[src/rtl/ifid_queue.sv]
// Two-entry IF/ID decoupling queue. Fetch pushes {instr, pc_curr, pc_next}.
// Decode sees the head entry combinationally, so an entry pushed into an
// empty queue is visible right after the edge that wrote it.
// HALT blocks further pushes until a flush. Flush discards everything.
module ifid_queue #(
  parameter logic [15:0] NOP_INSTR = 16'h0800,
  parameter logic [4:0]  HALT_OPC  = 5'b00000
) (
  input  logic        clk,
  input  logic        rst,
  input  logic        fetch_valid,
  input  logic [15:0] instr_in,
  input  logic [15:0] pc_curr_in,
  input  logic [15:0] pc_next_in,
  input  logic        dec_stall,
  input  logic        flush,
  output logic        fetch_stall,
  output logic        valid_out,
  output logic [15:0] instr_out,
  output logic [15:0] pc_curr_out,
  output logic [15:0] pc_next_out,
  output logic [1:0]  count,
  output logic        halt_seen,
  output logic        err
);

  typedef struct packed {
    logic [15:0] instr;
    logic [15:0] pc_curr;
    logic [15:0] pc_next;
  } entry_t;

  entry_t      mem [2];
  entry_t      head;
  logic        wr_ptr, rd_ptr;
  logic [1:0]  cnt;
  logic        halt_q;
  logic        full, empty, push, pop, is_halt;

  assign full    = (cnt == 2'd2);
  assign empty   = (cnt == 2'd0);
  assign push    = fetch_valid & ~full & ~halt_q & ~flush;
  assign pop     = ~empty & ~dec_stall & ~flush;
  assign is_halt = (instr_in[15:11] == HALT_OPC);

  // Pointer/occupancy/halt state; flush wins over push and pop.
  always_ff @(posedge clk or negedge rst) begin
    if (!rst) begin
      wr_ptr <= 1'b0;
      rd_ptr <= 1'b0;
      cnt    <= 2'd0;
      halt_q <= 1'b0;
    end else if (flush) begin
      wr_ptr <= 1'b0;
      rd_ptr <= 1'b0;
      cnt    <= 2'd0;
      halt_q <= 1'b0;
    end else begin
      if (push) wr_ptr <= ~wr_ptr;
      if (pop)  rd_ptr <= ~rd_ptr;
      case ({push, pop})
        2'b10:   cnt <= cnt + 2'd1;
        2'b01:   cnt <= cnt - 2'd1;
        default: cnt <= cnt;
      endcase
      if (push && is_halt) halt_q <= 1'b1;
    end
  end

  // Entry storage; stale data is harmless because count gates the outputs.
  always_ff @(posedge clk) begin
    if (push) mem[wr_ptr] <= '{instr: instr_in, pc_curr: pc_curr_in, pc_next: pc_next_in};
  end

  assign head        = mem[rd_ptr];
  assign valid_out   = ~empty;
  assign instr_out   = empty ? NOP_INSTR : head.instr;
  assign pc_curr_out = empty ? 16'h0000  : head.pc_curr;
  assign pc_next_out = empty ? 16'h0000  : head.pc_next;
  assign count       = cnt;
  assign halt_seen   = halt_q;
  assign fetch_stall = full | halt_q;
  assign err         = fetch_valid & full & ~halt_q & ~flush;

endmodule

[config.mk]
export PLATFORM = sky130hd
export DESIGN_NAME = ifid_queue
export DESIGN_NICKNAME = d
export VERILOG_FILES = /design/src/rtl/ifid_queue.sv
export SDC_FILE = /design/constraint.sdc
export NUM_CORES = 1
export LEC_CHECK = 0
export BUFFER_PORTS_ARGS = -buffer_cell sky130_fd_sc_hd__buf_2
export CAP_MARGIN = 40
export CORE_MARGIN = 1.5
export CORE_UTILIZATION = 54
export CTS_BUF_LIST = sky130_fd_sc_hd__clkbuf_8
export CTS_CLUSTER_SIZE = 16
export DETAILED_ROUTE_END_ITERATION = 10
export MAX_ROUTING_LAYER = met4
export PLACE_DENSITY = 0.91
export SLEW_MARGIN = 25
export SYNTH_ARGS = -nofsm -noshare
export SYNTH_HDL_FRONTEND = slang
export SYNTH_SLANG_ARGS = --single-unit
export TNS_END_PERCENT = 20
[constraint.sdc]
create_clock -name clk -period 6.25 [get_ports clk]
set_clock_uncertainty 0.2 [all_clocks]
set_input_delay 1.25 -clock clk [delete_from_list [all_inputs] [get_ports clk]]
set_output_delay 1.25 -clock clk [all_outputs]
set_load 0.1 [all_outputs]
Word-level counts from Yosys, hierarchy flattened

Memory sizes are Yosys's and may differ from the RTL's.
Index checks and enable logic that the tools add are counted.

Bits in registers: 5
Bits in writable memories: 96
Input port bits: 53
Output and inout port bits: 54
Memories kept: 1

$add $sub $neg: 2
Equality and inequality tests: 3
Multiplexer cells: 13
Bitwise logic cells: 16
Reduce and logical (&&, ||, !) cells: 7

Memory list:

| name | depth | bits a word | rd ports | clocked after Yosys merged registers in | write ports | line | text |
|---|---|---|---|---|---|---|---|
| mem  | 2     | 48          | 1        | 0                                       | 1           | 33   | `entry_t mem [2];` |

Operators by type and width:

| cell                                                                  | count |
|---|---|
| 16-bit two-way mux                                                    | 3 |
| 1-bit AND                                                             | 8 |
| 1-bit two-way mux                                                     | 8 |
| 1-bit inverter                                                        | 7 |
| 2-bit nonzero test                                                    | 3 |
| 5-bit logical NOT                                                     | 1 |
| 2-bit equality test, second input constant                            | 2 |
| 2-bit case mux with 2 select lines                                    | 1 |
| 3-bit nonzero test                                                    | 1 |
| 2-bit by 1-bit adder with 2-bit output, second input constant         | 1 |
| 2-bit by 1-bit equality test with 1-bit output, second input constant | 1 |
| 2-bit logical NOT                                                     | 1 |
| 2-bit two-way mux                                                     | 1 |
| 2-bit by 1-bit subtractor with 2-bit output, second input constant    | 1 |
| 1-bit logical AND                                                     | 1 |
| 1-bit OR                                                              | 1 |

Logic depth before layout (Yosys ltp)

Gate-level depths: netlist of the first run.

Depth in word-level cells: 8
Depth in mapped cells: 5
Gate-level depth less buffers: 4

Worst setup path before layout of the first run

Ideal clock, no wire load.

Path kind: register -> register
Start point: register cnt[0], in the netlist count[0]
End point: memory mem[0][0] in the netlist's numbering, enable pin
Library setup time: 513 ps
Data arrival time: 5374 ps
Data required time: 5537 ps
Path slack: 163 ps
Cell stages (with the launch flop): 4
Buffers on the path: 0
Cell sequence: dfrtp_1 > nand2b_1 > nand2b_1 > nor3_1

Cells in the longest elaborated chain, start to end: 7

RTL lines:

| what                                    | line | text |
|---|---|---|
| start: declaration                      | 36   | `logic [1:0] cnt;` |
| start signal: assignment                | 62   | `2'b10: cnt <= cnt + 2'd1;` |
| start signal: assignment                | 63   | `2'b01: cnt <= cnt - 2'd1;` |
| start signal: assignment                | 64   | `default: cnt <= cnt;` |
| 2-bit equality test                     | 40   | `assign full = (cnt == 2'd2);` |
| 1-bit inverter                          | 42   | `assign push = fetch_valid & ~full & ~halt_q & ~flush;` |
| 1-bit AND (3 in a row)                  | 42   |  |
| 1-bit two-way mux                       | 72   | `if (push) mem[wr_ptr] <= '{instr: instr_in, pc_curr: pc_curr_in, pc_next: pc_next_in};` |
| 1-bit two-way mux (implied by the code) | 72   |  |
| end: declaration                        | 33   |  |

Every way passes these cells.

Worst setup path in the final report of the first run

Start point: register rd_ptr
End point: output pc_next_out[1]

Cells in the longest elaborated chain, start to end: 2

RTL lines:

| what                     | line | text |
|---|---|---|
| start: declaration       | 35   | `logic wr_ptr, rd_ptr;` |
| start signal: assignment | 60   | `if (pop) rd_ptr <= ~rd_ptr;` |
| memory read 2 x 48 bit   | -    |  |
| 16-bit two-way mux       | 79   | `assign pc_next_out = empty ? 16'h0000 : head.pc_next;` |
| end: declaration         | 21   | `output logic [15:0] pc_next_out,` |

Every way passes these cells.

==> out/results.tsv, run 1 <==
stage	metric	value	unit
logic_synthesis	Net Count, Synth	292	
clock_network	Worst-path clk slew	0.09	ns
pwr	sequential power share	51.1	%
placed_design	GP Congestion	0.7746	
logic_synthesis	yosys warns	0	
timing	worst setup margin	2.392	ns
layout	final design utilization	69.17	%
die	Die X	88.23	um
layout	nets	402	
clock_network	Clock Path Buffers	2	
pwr	switching power	479.3	uW
critical_path	cell count along the critical path	4	
pwr	Power Density	320.3	mW/mm^2
timing	Rel. slew slack	53.81	%
timing	endpoints failing setup	0	
critical_path	CP Class	reg2out	
timing	Hold Fails Final Rpt	0	
grt	antenna violations before repair	0	
critical_path	CP peak stage delay	0.82	ns
logic_synthesis	EDFF count, synth	96	
outcome	outcome	completed	
critical_path	RR Startpoint	count[0]	
die	Die Y	88.23	um
logic_synthesis	top cells by area, synth	edfxtp_1, mux2i_1, nor2_1	
logic_synthesis	Mapped Cells	239	
critical_path	WP data arrival	2.41	ns
grt	vias in the first global route	2336	
critical_path	Critical Path Start Type	flop	
logic_synthesis	Cell variety after synth	27	
placed_design	PortBufs	106	
clock_network	CTS tree	yes	
logic_synthesis	Netlist Area Pre-Place	0.003923	mm^2
timing	Final Cycle Share	61.73	%
timing	Slew Limit Fails	0	
route	routed wire length	7.080	mm
die	die area	0.007785	mm^2
min_path	Hold Crit Class	reg2reg	
die	IO Pins	107	
route	Final ANT Viol Nets	0	
pwr	Power Internal	1.051	mW
logic_synthesis	post-synth top area cell	edfxtp_1	
timing	sum of negative setup slack	0	ns
flow_run	max-cap check violation count	0	
route	DR iter-0 viols	175	
grt	GRT Residual Overflow	0	
critical_path	crit path from	rd_ptr	
pwr	Switching Share	31.32	%
layout	share of cells above drive strength 1	36.72	%
pwr	Comb pwr share	20.6	%
logic_synthesis	syn avg cell area	16.41	um^2
logic_synthesis	Post-synth top flop	edfxtp_1	
die	core area	0.006907	mm^2
timing	Least-Margin Pin Slew	0.6928	ns
critical_path	R2R depth	4	
critical_path	crit-path leading delay family	buffers and inverters	
critical_path	R2R setup slack	4.13	ns
route	total number of vias	2372	
critical_path	WP buf/inv	2	
logic_synthesis	post-synthesis sequential area ratio	76.68	%
clock_network	worst skew pair latency	0.35	ns
route	DRC violations left	0	
clock_network	total clock sinks	101	
logic_synthesis	#FFs+latches synth	101	
route	vias per cell	5.271	
grt	largest net degree at the start of global routing	49	
min_path	hold-critical path depth	2	
clock_network	H-Tree Depth	3	
timing	minimum clock period	3.858	ns
logic_synthesis	Async S/R FF share, synth	4.950	%
pwr	part of the power in the clock network	28.3	%
die	initial core utilization	56.79	%
critical_path	slowest CP cell	dfrtp_2	
critical_path	Req. time, crit path	4.80	ns
logic_synthesis	top-count cell post-synth	edfxtp_1	
clock_network	cts bufs inserted	9	
clock_network	# Post-CTS Setup Buffers	0	
placed_design	dpl hpwl	4.698	mm
timing	Fmax achieved	0.2592	GHz
route	DR pass1 iterations	5	
min_path	Hold Crit Start	wr_ptr	
timing	RSZ-0062 raised after global routing	false	
clock_network	post_cts resized	0	
grt	first-pass GRT wire length	10.60	mm
layout	fillers	523	
critical_path	crit path max fanout	26	
logic_synthesis	Synth top cells by count	edfxtp_1, mux2i_1, nor2_1, dfrtp_1	
pwr	Pwr Total	1.530	mW
logic_synthesis	post-synth top area share	73.49	%
clock_network	root buf cell	clkbuf_8	
pwr	peak supply drop	209.3	uV
critical_path	worst path cell trace	buf_4 > mux2i_1 > nor2_1 > buf_2	
die	row count	30	
grt	All-Layer GR Usage	19.37	%
timing	worst hold margin	0.4131	ns
layout	Area Growth Syn to Fin	21.79	%
placed_design	pre-CTS setup slack	2.679	ns
critical_path	critical path capture point type	output pin	
layout	Antenna Cells	0	
clock_network	Hold Buf Count CTS	0	
route	wire length per cell	15.73	um
pwr	static leakage	1.836	nW
cells in the final DEF (no fill, tap or decap), types with 2 or more instances in the layout:
master     count
nand2b_1       4
nor2_1        48
mux2i_1       48
o21ai_0        2
dfrtp_1        4
inv_1          3
clkbuf_8       9
nor2b_1        2
clkinv_2       2
buf_2        106
edfxtp_1      96
or3_1          2
nor3_2         2
a21oi_1        3
buf_4          3
bufinv_16      2
registers in the layout (all words and copies together) (netlist names):
name	cells
mem	96
count	2
halt_seen	1
rd_ptr	1
wr_ptr	1
path summary, 6_finish.rpt:
kind | end
min in group asynchronous | wr_ptr
min reg2reg | wr_ptr
max | pc_next_out[1]
max in group asynchronous | rd_ptr
min | wr_ptr
max reg2reg | mem[0][31]
through the flow:
stage / area, um^2 / cells
global placement: 4536 / 433
global route: 4777 / 450
finish: 4777 / 450
floorplan: 3923 / 239
detailed placement: 4563 / 434
CTS: 4777 / 450
tightest hold or removal path: stages (launching register included):
cell and delay (ns):
dfrtp_1 0.43, o21ai_0 0.09, a21oi_1 0.06
area by class of cell:
class / instances / area, um^2 / area share [%]
clock inverters: 7 / 90.09 / 1.886
repair buffers: 110 / 580.6 / 12.15
flip-flops and latches: 101 / 3009 / 62.99
clock buffers: 9 / 123.9 / 2.593
inverters: 4 / 15.01 / 0.3143
well taps: 96 / 120.1 / 2.514
multi-input cells: 123 / 838.3 / 17.55
layer usage:
layer  vias to the layer above  wire length [um]  GRT usage [%]
met1                      1159              2825          20.61
met2                        88              3701          33.24
met5                         -                 0              -
met4                         0               230          11.36
li1                       1103                 -              -
met3                        22               323          4.198
cells by family (layout without fill, tap and decap cells):
| logic type | count (synthesis) | after routing | synth area share, % |
|---|---|---|---|
| simple gates | 65 | 65 | 7.209 |
| buf+inv | 15 | 130 | 2.328 |
| mux | 48 | 48 | 12.25 |
| compound gates | 10 | 10 | 1.531 |
| flops | 101 | 101 | 76.68 |
power by group through the flow:
stage | clock (mW) | combinational [mW] | sequential, mW
3_5_place_dp | 0 | 0.317 | 0.797
4_1_cts | 0.440 | 0.318 | 0.781
3_3_place_gp | 0 | 0.308 | 0.795
5_1_grt | 0.466 | 0.328 | 0.784
2_1_floorplan | 0 | 0.255 | 0.798
6_report | 0.433 | 0.316 | 0.781
No activity file was read; power rests on OpenSTA's default activity.
==> inputs of run 2 (changes only) <==
==> constraint.sdc (replaced) <==
create_clock -name clk -period 3.96 [get_ports clk]
set_clock_uncertainty 0.2 [all_clocks]
set_input_delay 0.792 -clock clk [delete_from_list [all_inputs] [get_ports clk]]
set_output_delay 0.792 -clock clk [all_outputs]
set_load 0.1 [all_outputs]
==> out/results.tsv, run 2 (synthesis gave the netlist of run 1 again) <==
stage	metric	value	unit
outcome	outcome	completed	
clock_network	post_cts resized	0	
timing	Least-Margin Pin Slew	0.8263	ns
layout	most frequent cells in the layout	buf_2, edfxtp_1, mux2i_1, nor2_1, clkbuf_8	
layout	nets	404	
grt	first-pass GRT wire length	10.96	mm
route	DR iter-0 viols	111	
route	total number of vias	2359	
die	IO Pins	107	
pwr	Power Density	501.1	mW/mm^2
layout	Final Cell Area	0.004800	mm^2
grt	vias in the first global route	2217	
timing	RSZ-0062 raised after global routing	false	
grt	All-Layer GR Usage	19.99	%
grt	largest net degree at the start of global routing	35	
route	routed wire length	7.203	mm
layout	largest reg by FF count	mem	
critical_path	crit path max fanout	28	
timing	Hold Fails Final Rpt	0	
clock_network	Hold Buf Count CTS	0	
layout	share of cells above drive strength 1	36.62	%
placed_design	dpl cell area	0.004596	mm^2
critical_path	Req. time, crit path	2.97	ns
clock_network	cts bufs inserted	9	
route	Final ANT Viol Nets	0	
flow_run	max-cap check violation count	0	
critical_path	Critical Path Start Type	flop	
clock_network	H-Tree Depth	3	
placed_design	dpl hpwl	4.942	mm
timing	Slew Limit Fails	0	
clock_network	# Post-CTS Setup Buffers	0	
layout	Area Growth Syn to Fin	22.36	%
die	core area	0.006907	mm^2
clock_network	worst skew pair latency	0.35	ns
die	row count	30	
timing	endpoints failing setup	0	
timing	Final Cycle Share	81.29	%
placed_design	GP Congestion	0.8439	
critical_path	WP data arrival	2.23	ns
min_path	Hold Crit Class	in2async	
grt	antenna violations before repair	0	
pwr	peak supply drop	235.9	uV
layout	fillers	534	
clock_network	root buf cell	clkbuf_8	
die	die area	0.007785	mm^2
timing	worst hold margin	0.05148	ns
clock_network	total clock sinks	101	
timing	Rel. slew slack	44.91	%
layout	commonest non-fill, non-tap cell in the layout	buf_2	
route	vias per cell	5.231	
pwr	static leakage	1.845	nW
pwr	Pwr Total	2.405	mW
clock_network	Worst-path clk slew	0.09	ns
die	Die Y	88.23	um
layout	Largest register FFs	96	
timing	minimum clock period	3.219	ns
critical_path	CP Class	reg2out	
route	DR pass1 iterations	4	
die	initial core utilization	56.79	%
clock_network	CTS tree	yes	
route	DRC violations left	0	
critical_path	critical path capture point type	output pin	
layout	Antenna Cells	0	
clock_network	Clock Path Buffers	2	
grt	GRT Residual Overflow	0	
placed_design	PortBufs	106	
route	wire length per cell	15.97	um
timing	Fmax achieved	0.3107	GHz
die	Die X	88.23	um
-- run 2: metal layers --
layer / vias up / global-route usage, % / wire length (um)
met1: 1140 / 25.13 / 2982
met3: 13 / 4.011 / 482
met5: - / - / 0
met4: 0 / 8.523 / 97
li1: 1111 / - / -
met2: 95 / 31.99 / 3640
-- run 2: area by class of cell --
| class | count | area [um^2] | share of cell area, % |
|---|---|---|---|
| Tap cell | 96 | 120.1 | 2.503 |
| Clock inverter | 6 | 80.08 | 1.668 |
| Timing Repair Buffer | 112 | 600.6 | 12.51 |
| Clock buffer | 9 | 123.9 | 2.581 |
| Inverter | 4 | 15.01 | 0.3128 |
| Sequential cell | 101 | 3009 | 62.70 |
| Multi-Input combinational cell | 123 | 850.8 | 17.73 |
-- run 2: report_power, final --
part / leakage (nW) / internal, mW / switching, mW / total [mW]
sequential: 0.946 / 1.21 / 0.0225 / 1.23
combinational: 0.794 / 0.0949 / 0.405 / 0.500
clock: 0.104 / 0.347 / 0.324 / 0.671
total: 1.84 / 1.65 / 0.751 / 2.41
-- run 2: worst max-delay path: stages (launching register included) --
cell,delay (ns)
dfrtp_2,0.91
buf_12,0.29
mux2i_1,0.10
nor2_1,0.11
buf_2,0.44
-- run 2: path summary, 6_finish.rpt --
| kind | startpoint | end | slack, ns | cells past startpoint |
|---|---|---|---|---|
| max | rd_ptr | pc_curr_out[2] | 0.74 | 4 |
| min | rst | count[0] | 0.05 | 1 |
| max reg2reg | count[0] | mem[1][46] | 1.54 | 4 |
| min reg2reg | halt_seen | halt_seen | 0.42 | 2 |
| max in group asynchronous | rst | rd_ptr | 3.35 | 1 |
| min in group clk | pc_curr_in[11] | mem[1][27] | 0.42 | 1 |
-- run 2: stage by stage --
step / std cells / setup WS [ns] / util (%) / TNS (ns)
after CTS: 451 / 0.7241 / 69.49 / 0
after global placement: 436 / 1.125 / 66.54 / 0
after global routing: 451 / 0.6228 / 69.49 / 0
after detailed placement: 436 / 1.111 / 66.54 / 0
final: 451 / 0.7410 / 69.49 / 0
after floorplan: 239 / -0.6705 / - / -64.73
==> inputs of run 3 (changes only) <==
==> constraint.sdc (replaced) <==
create_clock -name clk -period 3.4 [get_ports clk]
set_clock_uncertainty 0.2 [all_clocks]
set_input_delay 0.68 -clock clk [delete_from_list [all_inputs] [get_ports clk]]
set_output_delay 0.68 -clock clk [all_outputs]
set_load 0.1 [all_outputs]
==> out/results.tsv, run 3 (synthesis gave the netlist of run 1 again) <==
stage	metric	value	unit
clock_network	Hold Buf Count CTS	1	
min_path	Hold Crit Class	in2reg	
timing	Final Cycle Share	88.96	%
clock_network	cts bufs inserted	9	
layout	largest reg by FF count	mem	
min_path	hold-critical path depth	1	
critical_path	Reg-to-Reg End	mem[0][34]	
route	DR iter-0 viols	119	
timing	Least-Margin Pin Slew	0.6537	ns
layout	Finished Layout Cells	454	
clock_network	# Post-CTS Setup Buffers	0	
die	Die Y	88.23	um
critical_path	CP Class	reg2out	
layout	commonest non-fill, non-tap cell in the layout	buf_2	
pwr	peak supply drop	365.4	uV
critical_path	R2R setup slack	1.46	ns
die	initial core utilization	56.79	%
placed_design	GP Congestion	0.7804	
grt	first-pass GRT wire length	10.54	mm
layout	Largest register FFs	96	
clock_network	post_cts resized	0	
clock_network	CTS tree	yes	
timing	sum of negative setup slack	0	ns
die	die area	0.007785	mm^2
placed_design	dpl cell area	0.004601	mm^2
layout	Final Cell Area	0.004793	mm^2
route	DRC violations left	0	
die	IO Pins	107	
route	wl on met1	2.925	mm
grt	largest net degree at the start of global routing	30	
clock_network	Clock Path Buffers	2	
clock_network	H-Tree Depth	3	
clock_network	total clock sinks	101	
layout	share of cells above drive strength 1	37.71	%
route	vias per cell	5.084	
min_path	worst hold endpoint	mem[0][26]	
clock_network	worst skew pair latency	0.35	ns
route	met2 wire len	3.737	mm
placed_design	dpl hpwl	4.875	mm
die	Die X	88.23	um
route	met3 WL	321	um
placed_design	PortBufs	106	
route	Final ANT Viol Nets	0	
timing	Slew Limit Fails	0	
layout	Area Growth Syn to Fin	22.20	%
timing	RSZ-0062 raised after global routing	false	
timing	minimum clock period	3.025	ns
grt	antenna violations before repair	0	
placed_design	placed cells	437	
pwr	static leakage	1.843	nW
layout	fillers	517	
critical_path	Critical Path Start Type	flop	
route	total number of vias	2308	
timing	Rel. slew slack	56.32	%
critical_path	WP data arrival	2.14	ns
layout	nets	406	
critical_path	crit path max fanout	29	
timing	Fmax achieved	0.3306	GHz
grt	vias in the first global route	2277	
critical_path	critical path capture point type	output pin	
timing	endpoints failing setup	0	
grt	GRT Residual Overflow	0	
clock_network	Worst-path clk slew	0.09	ns
route	DR pass1 iterations	4	
die	core area	0.006907	mm^2
min_path	Hold Crit Start	pc_curr_in[10]	
clock_network	root buf cell	clkbuf_8	
flow_run	max-cap check violation count	0	
route	wire length per cell	15.70	um
critical_path	RR Startpoint	count[0]	
timing	Hold Fails Final Rpt	0	
critical_path	Req. time, crit path	2.52	ns
outcome	outcome	completed	
pwr	Power Density	568.9	mW/mm^2
die	row count	30	
route	routed wire length	7.128	mm
critical_path	R2R depth	4	
layout	Antenna Cells	0	
route	top sig layer	met4	
grt	All-Layer GR Usage	19.50	%
layout	most frequent cells in the layout	buf_2, edfxtp_1, mux2i_1, nor2_1, clkbuf_8	
## run 3: changes by cell type in the layout (fill, tap and decap cells not counted), sizes merged
cell	delta
bufinv	-1
dlygate4sd3	+1
inv	+1
buf	+1
clkinv	+1
## run 3: cell type report
type	count	area [um^2]	share of cell area [%]
flip-flops and latches	101	3012	62.83
multi-input cells	123	858.3	17.91
repair buffers	114	605.6	12.63
clock buffers	9	123.9	2.584
well taps	96	120.1	2.506
clock inverters	7	58.81	1.227
inverters	4	15.01	0.3132
## run 3: worst max-delay path by stage
| stage | start | end | slack [ns] |
|---|---|---|---|
| after global routing | rd_ptr | pc_next_out[13] | 0.23 |
| final | rd_ptr | pc_next_out[13] | 0.38 |
| after floorplan | halt_seen | mem[0][0] | 0.009 |
| after detailed placement | rd_ptr | pc_next_out[13] | 0.72 |
| after global placement | rd_ptr | instr_out[5] | 0.77 |
| after CTS | rd_ptr | pc_next_out[13] | 0.32 |
## run 3: per-stage QoR
| stage | hold slack, ns | setup WS, ns | util (%) | power (mW) |
|---|---|---|---|---|
| global route | 0.2881 | 0.2296 | 69.40 | 2.814 |
| floorplan | 0.1844 | 0.009443 | - | 1.935 |
| detailed placement | 0.3063 | 0.7234 | 66.61 | 2.050 |
| CTS | 0.2965 | 0.3237 | 69.40 | 2.747 |
| finish | 0.3077 | 0.3754 | 69.40 | 2.727 |
| global placement | 0.3013 | 0.7661 | 66.61 | 2.040 |
## run 3: report_power, final
part	internal, mW	switching, mW	leakage (nW)
Sequential	1.41	0.0238	0.943
Clock	0.330	0.378	0.0990
Combinational	0.110	0.472	0.800
## run 3: layer usage
layer,vias up,track usage (%)
li1,1114,-
met1,1111,21.61
met2,70,33.59
met3,13,4.851
met4,0,8.381
met5,-,-
## run 3: critical path: stages (launching register included)
cell and delay (ns):
dfrtp_2 0.79, buf_12 0.31, mux2i_1 0.11, nor2_1 0.11, buf_2 0.44
